**src/rtl/sal_sched_pkg.sv**
```systemverilog
// sal_sched_pkg: shared command types and DFI encodings
// for the channel command scheduler.
package sal_sched_pkg;

  typedef enum logic [2:0] {
    CMD_NOP = 3'd0,
    CMD_ACT = 3'd1,
    CMD_RD  = 3'd2,
    CMD_WR  = 3'd3,
    CMD_PRE = 3'd4,
    CMD_REF = 3'd5
  } cmd_t;

  // {cs_n, ras_n, cas_n, we_n}
  localparam logic [3:0] DFI_NOP = 4'b1111;
  localparam logic [3:0] DFI_ACT = 4'b0011;
  localparam logic [3:0] DFI_RD  = 4'b0101;
  localparam logic [3:0] DFI_WR  = 4'b0100;
  localparam logic [3:0] DFI_PRE = 4'b0010;
  localparam logic [3:0] DFI_REF = 4'b0001;

endpackage

```
**src/rtl/sal_rr_arb.sv**
```systemverilog
// sal_rr_arb: round-robin pick of one requester,
// searching upward from ptr_i with wrap.
module sal_rr_arb
  import sal_sched_pkg::*;
#(
  parameter int N = 4,
  parameter int W = $clog2(N)
) (
  input  logic [N-1:0] req_i,
  input  logic [W-1:0] ptr_i,
  output logic [N-1:0] gnt_o,
  output logic [W-1:0] idx_o
);

  logic         hit;
  logic [W-1:0] k;

  // First requester at or after the pointer wins
  always_comb begin
    gnt_o = '0;
    idx_o = '0;
    hit   = 1'b0;
    k     = '0;
    for (int i = 0; i < N; i++) begin
      k = ptr_i + W'(i);
      if (!hit && req_i[k]) begin
        hit      = 1'b1;
        gnt_o[k] = 1'b1;
        idx_o    = k;
      end
    end
  end

endmodule

```
**src/rtl/sal_cmd_sched.sv**
```systemverilog
// sal_cmd_sched: picks one bank command per cycle, enforces
// inter-bank timing and drives a registered DFI command.
module sal_cmd_sched
  import sal_sched_pkg::*;
#(
  parameter int NUM_BK     = 4,
  parameter int BA_WIDTH   = 2,
  parameter int ADDR_WIDTH = 14,
  parameter int T_WIDTH    = 4
) (
  input  logic                         clk,
  input  logic                         rst_n,
  input  logic [NUM_BK-1:0]            cmd_valid_i,
  input  logic [NUM_BK*3-1:0]          cmd_type_i,
  input  logic [NUM_BK*ADDR_WIDTH-1:0] cmd_addr_i,
  output logic [NUM_BK-1:0]            cmd_gnt_o,
  input  logic [T_WIDTH-1:0]           t_rrd_i,
  input  logic [T_WIDTH-1:0]           t_ccd_i,
  input  logic [T_WIDTH-1:0]           t_wtr_i,
  input  logic [T_WIDTH-1:0]           t_rtw_i,
  output logic                         dfi_cke_o,
  output logic                         dfi_cs_n_o,
  output logic                         dfi_ras_n_o,
  output logic                         dfi_cas_n_o,
  output logic                         dfi_we_n_o,
  output logic [BA_WIDTH-1:0]          dfi_ba_o,
  output logic [ADDR_WIDTH-1:0]        dfi_addr_o
);

  typedef logic [T_WIDTH-1:0] tcnt_t;

  function automatic tcnt_t ld(input tcnt_t t);
    return (t == '0) ? '0 : t - T_WIDTH'(1);
  endfunction

  function automatic tcnt_t dec(input tcnt_t c);
    return (c == '0) ? '0 : c - T_WIDTH'(1);
  endfunction

  tcnt_t rrd_q, rrd_d, ccd_q, ccd_d;
  tcnt_t wtr_q, wtr_d, rtw_q, rtw_d;

  logic [BA_WIDTH-1:0]   rr_q, rr_d;
  logic [3:0]            cmd_q, cmd_d;
  logic [BA_WIDTH-1:0]   ba_q, ba_d;
  logic [ADDR_WIDTH-1:0] addr_q, addr_d;
  logic                  cke_q;

  logic [2:0]            typ [NUM_BK];
  logic [ADDR_WIDTH-1:0] adr [NUM_BK];

  logic [NUM_BK-1:0] ref_req, pre_req, col_req, act_req;
  logic [NUM_BK-1:0] ref_gnt, pre_gnt, col_gnt, act_gnt;
  logic [BA_WIDTH-1:0] ref_idx, pre_idx, col_idx, act_idx;

  logic [NUM_BK-1:0]     sel_gnt;
  logic [BA_WIDTH-1:0]   gidx;
  logic                  any;
  logic [2:0]            gtype;
  logic [ADDR_WIDTH-1:0] gaddr;

  for (genvar b = 0; b < NUM_BK; b++) begin : g_bk
    assign typ[b] = cmd_type_i[b*3 +: 3];
    assign adr[b] = cmd_addr_i[b*ADDR_WIDTH +: ADDR_WIDTH];
    assign ref_req[b] = cmd_valid_i[b] && (typ[b] == CMD_REF);
    assign pre_req[b] = cmd_valid_i[b] && (typ[b] == CMD_PRE);
    assign act_req[b] = cmd_valid_i[b] && (typ[b] == CMD_ACT)
                      && (rrd_q == '0);
    assign col_req[b] = cmd_valid_i[b] && (ccd_q == '0) &&
                        (((typ[b] == CMD_RD) && (wtr_q == '0)) ||
                         ((typ[b] == CMD_WR) && (rtw_q == '0)));
  end

  sal_rr_arb #(.N(NUM_BK), .W(BA_WIDTH)) u_arb_ref (
    .req_i(ref_req), .ptr_i(rr_q), .gnt_o(ref_gnt), .idx_o(ref_idx)
  );
  sal_rr_arb #(.N(NUM_BK), .W(BA_WIDTH)) u_arb_pre (
    .req_i(pre_req), .ptr_i(rr_q), .gnt_o(pre_gnt), .idx_o(pre_idx)
  );
  sal_rr_arb #(.N(NUM_BK), .W(BA_WIDTH)) u_arb_col (
    .req_i(col_req), .ptr_i(rr_q), .gnt_o(col_gnt), .idx_o(col_idx)
  );
  sal_rr_arb #(.N(NUM_BK), .W(BA_WIDTH)) u_arb_act (
    .req_i(act_req), .ptr_i(rr_q), .gnt_o(act_gnt), .idx_o(act_idx)
  );

  // Serve only the highest non-empty eligible class
  always_comb begin
    sel_gnt = '0;
    gidx    = '0;
    if (rst_n) begin
      if (|ref_req) begin
        sel_gnt = ref_gnt;
        gidx    = ref_idx;
      end else if (|pre_req) begin
        sel_gnt = pre_gnt;
        gidx    = pre_idx;
      end else if (|col_req) begin
        sel_gnt = col_gnt;
        gidx    = col_idx;
      end else if (|act_req) begin
        sel_gnt = act_gnt;
        gidx    = act_idx;
      end
    end
  end

  assign cmd_gnt_o = sel_gnt;
  assign any       = |sel_gnt;
  assign gtype     = typ[gidx];
  assign gaddr     = adr[gidx];

  // Counter loads win over the per-cycle decrement
  always_comb begin
    rrd_d = dec(rrd_q);
    ccd_d = dec(ccd_q);
    wtr_d = dec(wtr_q);
    rtw_d = dec(rtw_q);
    rr_d  = rr_q;
    if (any) begin
      rr_d = gidx + BA_WIDTH'(1);
      if (gtype == CMD_ACT) rrd_d = ld(t_rrd_i);
      if (gtype == CMD_RD || gtype == CMD_WR) ccd_d = ld(t_ccd_i);
      if (gtype == CMD_WR) wtr_d = ld(t_wtr_i);
      if (gtype == CMD_RD) rtw_d = ld(t_rtw_i);
    end
  end

  // Encode the granted command for the DFI bus
  always_comb begin
    cmd_d  = DFI_NOP;
    ba_d   = '0;
    addr_d = '0;
    if (any) begin
      ba_d   = gidx;
      addr_d = gaddr;
      case (gtype)
        CMD_ACT: cmd_d = DFI_ACT;
        CMD_RD:  cmd_d = DFI_RD;
        CMD_WR:  cmd_d = DFI_WR;
        CMD_PRE: cmd_d = DFI_PRE;
        CMD_REF: cmd_d = DFI_REF;
        default: cmd_d = DFI_NOP;
      endcase
    end
  end

  // State and DFI output registers
  always_ff @(posedge clk or negedge rst_n) begin
    if (!rst_n) begin
      rrd_q  <= '0;
      ccd_q  <= '0;
      wtr_q  <= '0;
      rtw_q  <= '0;
      rr_q   <= '0;
      cmd_q  <= DFI_NOP;
      ba_q   <= '0;
      addr_q <= '0;
      cke_q  <= 1'b1;
    end else begin
      rrd_q  <= rrd_d;
      ccd_q  <= ccd_d;
      wtr_q  <= wtr_d;
      rtw_q  <= rtw_d;
      rr_q   <= rr_d;
      cmd_q  <= cmd_d;
      ba_q   <= ba_d;
      addr_q <= addr_d;
      cke_q  <= 1'b1;
    end
  end

  assign dfi_cke_o = cke_q;
  assign {dfi_cs_n_o, dfi_ras_n_o, dfi_cas_n_o, dfi_we_n_o} = cmd_q;
  assign dfi_ba_o   = ba_q;
  assign dfi_addr_o = addr_q;

endmodule
```
**config.mk**
```make
export PLATFORM = sky130hd
export DESIGN_NAME = sal_cmd_sched
export DESIGN_NICKNAME = d
export VERILOG_FILES = /design/src/rtl/sal_sched_pkg.sv /design/src/rtl/sal_rr_arb.sv /design/src/rtl/sal_cmd_sched.sv
export SDC_FILE = /design/constraint.sdc
export NUM_CORES = 1
export LEC_CHECK = 0
export CAP_MARGIN = 10
export CELL_PAD_IN_SITES_DETAIL_PLACEMENT = 0
export CELL_PAD_IN_SITES_GLOBAL_PLACEMENT = 1
export CORE_ASPECT_RATIO = 0.75
export CORE_MARGIN = 1.5
export CORE_UTILIZATION = 40
export CTS_BUF_LIST = sky130_fd_sc_hd__clkbuf_8
export CTS_CLUSTER_SIZE = 28
export DETAILED_ROUTE_END_ITERATION = 10
export HOLD_SLACK_MARGIN = 0.02
export PLACE_DENSITY = 0.85
export SLEW_MARGIN = 20
export SYNTH_ARGS = -nofsm -noshare
export SYNTH_HDL_FRONTEND = slang
export SYNTH_SLANG_ARGS = --single-unit
```
**constraint.sdc**
```tcl
create_clock -name clk -period 9.4 [get_ports clk]
set_input_delay 1.41 -clock clk [delete_from_list [all_inputs] [get_ports clk]]
set_output_delay 1.41 -clock clk [all_outputs]
set_load 0.02 [all_outputs]
```
==> out/results.ini <==
[run_status]
status=completed

[route]
avgRoutedWirePerCell_um=19.0
viasPerCell=6.38
drc=0
drt_iter0_markers=452
drtPass1Iterations=5
ant_nets=0
drt-total-wl_um=14300
vias=4794

[synthesis]
synth.area.top_cells=dfrtp_1 19%, mux2i_1 7.8%, nor2_1 4.2%
synth-compound-area-share=0.283
ys_seq_area_frac=0.219
synth_nets=619
synth_area_um2=4370
netlist.area_leader.share=0.195
synthMuxAreaShare=0.158
yosys_warnings=0
ys_async_sr_fraction=1.00
synth-xor-area-share=0.00401
synth_top_family_by_area=compound AO/OA/AOI/OAI gates
synth_simple_gate_area_frac=0.272
yosysTopAreaCell=dfrtp_1
yosysMostFrequentCell=nor2_1
synthFlopType=dfrtp_1
synth_edf_count=0
synth_commonest_cells=49 x nor2_1, 34 x dfrtp_1, 34 x mux2i_1
synth-seq-cells=38
synthCells=521
synth_cell_types=77
syn_area_per_cell_um2=8.39
synthAdderAreaFrac=0.0229

[pwr]
power_density_nw_per_um2=219
intPower_uw=626
clkPwrFrac=0.098
switching_share=0.497
combPwrFrac=0.668
p_switching_uw=617
irDropWorstVdd_mv=0.0927
power_frac_seq=0.233
p_leak_nw=2.25

[worst_setup_path]
end_kind=output port
crit_fanout=9
max_stage_delay_ns=0.81
crit_slowest_cell=nor4bb_1
cp.required_ns=7.99
cp_num_buf_inv=3
arrival_ns=5.28
crit_chain=clkdlybuf4s50_1 > nor4bb_1 > mux4_2 > nor2b_1 > a221o_1 > a221oi_1 > o21ai_0 > o31ai_1 > inv_1 > clkdlybuf4s50_1
cpMostUsedCell=clkdlybuf4s50_1
criticalPathCategory=in -> out
crit_path_start_kind=input port
critical_path.top_delay_family=buffers and inverters

[timing]
fin_skew_ns=0.0124
drv_slew=0
setup_viol=0
finalHoldViolations=0
fmax_mhz=150
timing.final.crit_share=0.711
rsz0062_at_grt=no
relSlewSlack=0.335
fin_crit_ns=6.69
tns_ns=0
tightest_slew_ns=0.985
whs_ns=0.592

[layout]
syn2layout_area_growth_pct=30.0
nets=713
diodes=0
layout-drive-gt1-share=0.107

[placed_design]
gp_congestion=0.920
numPortBuffers=113
hpwl_um=11000

[global_routing]
grt_start_max_net_pins=45
grt_first_pass_wirelength_um=23100
overflow=0
antenna_found_initial=0
grt_pass1_vias=4585
grt_usage=0.253

[clock_network]
clk_pin_slew_worst_paths_ns=0.08
hold_buffers=0
cts_setup_buffers=0
ctsRootBufferMaster=clkbuf_8
cts.sinks=38
cts_tree=built
h-tree-depth=2
cts_buffers=5
cts_buffer_depth=2
cts.repair.resized=0
clk_latency_ns=0.30

[floorplanning]
start_util=0.418
io_pins=115
core_area_um2=10500
die_y_um=93.5
die_area_um2=11600
fp.dieW_um=124
fp-row-count=32

[worst_hold_path]
hold_path_class=reg -> reg

[run]
maxCapViolations=0

## layout by cell type (no fill, tap or decap), drive strengths merged, types with 7 or more instances in the layout
master / n
a211oi: 23
a21oi: 31
a221oi: 8
a22oi: 8
clkdlybuf4s50: 112
dfrtp: 34
ha: 8
inv: 14
mux2: 17
mux2i: 34
mux4: 7
nand2: 26
nand2b: 7
nand3: 13
nand4b: 7
nor2: 49
nor3: 21
nor4: 10
o211ai: 9
o21ai: 26
o22ai: 11
o31ai: 10
## tightest hold or removal path: stages (launching register included)
cell and delay, ns:
dfrtp_1 0.40, o31ai_1 0.09, o21ai_0 0.07
## sequential cells by signal (all words and copies together) (netlist names)
register and count:
ccd_q 4, cmd_q 4, dfi_addr_o 14, dfi_ba_o 2
rr_q 2, rrd_q 4, rtw_q 4, wtr_q 4
## path summary, 6_finish.rpt
| check | start | to | slack (ns) | depth (start not counted) |
|---|---|---|---|---|
| worst max register to register | rr_q[1] | rrd_q[0] | 3.19 | 12 |
| max in group asynchronous | rst_n | dfi_addr_o[10] | 7.80 | 2 |
| worst min register to register | rrd_q[3] | rrd_q[3] | 0.59 | 2 |
| worst min-delay path | rrd_q[3] | rrd_q[3] | 0.59 | 2 |
| worst max-delay path | cmd_type_i[2] | cmd_gnt_o[0] | 2.71 | 10 |
| min in group asynchronous | rst_n | dfi_addr_o[1] | 1.20 | 2 |
## cell type report
| cell class | count | area [µm²] |
|---|---|---|
| Tap cell | 136 | 170 |
| Timing Repair Buffer | 116 | 1150 |
| Clock inverter | 2 | 12.5 |
| Fill cell | 974 | 4770 |
| Clock buffer | 6 | 82.6 |
| Multi-Input combinational cell | 439 | 3260 |
| Sequential cell | 38 | 956 |
| Inverter | 15 | 56.3 |
## kinds of logic after synthesis
group | after synthesis
AOI/OAI and AO/OA | 172
xor gates and xnor gates | 2
adders and majority gates | 8
buffers and inverters | 44
DFF | 38
muxes | 58
other | 1
and+or+nand+nor | 198
## metal layers
metal / global-route usage / share of wire / vias up
met5: 0 / 0 / -
met4: 0.0450 / 0.010 / 0
met3: 0.0512 / 0.080 / 19
met2: 0.428 / 0.46 / 202
met1: 0.336 / 0.45 / 2304
li1: - / - / 2269
## power groups by stage
stage	logic, mW	registers [mW]	clock network [mW]
global route	0.903	0.302	0.131
finish	0.831	0.290	0.122
floorplan	0.522	0.320	0
detailed placement	0.819	0.292	0
global placement	0.810	0.289	0
CTS	0.822	0.289	0.127
## stage by stage
step           total power, mW  cells  worst slack, ns  instance area, µm²   util
3_3_place_gp              1.10    744             2.60                5580  0.534
4_1_cts                   1.24    752             2.46                5670  0.543
2_1_floorplan            0.842    521             4.10                4370      -
5_1_grt                   1.34    752             2.53                5680  0.544
3_5_place_dp              1.11    744             2.47                5580  0.534
6_report                  1.24    752             2.71                5680  0.544
Power figures use the tool's default switching activity.
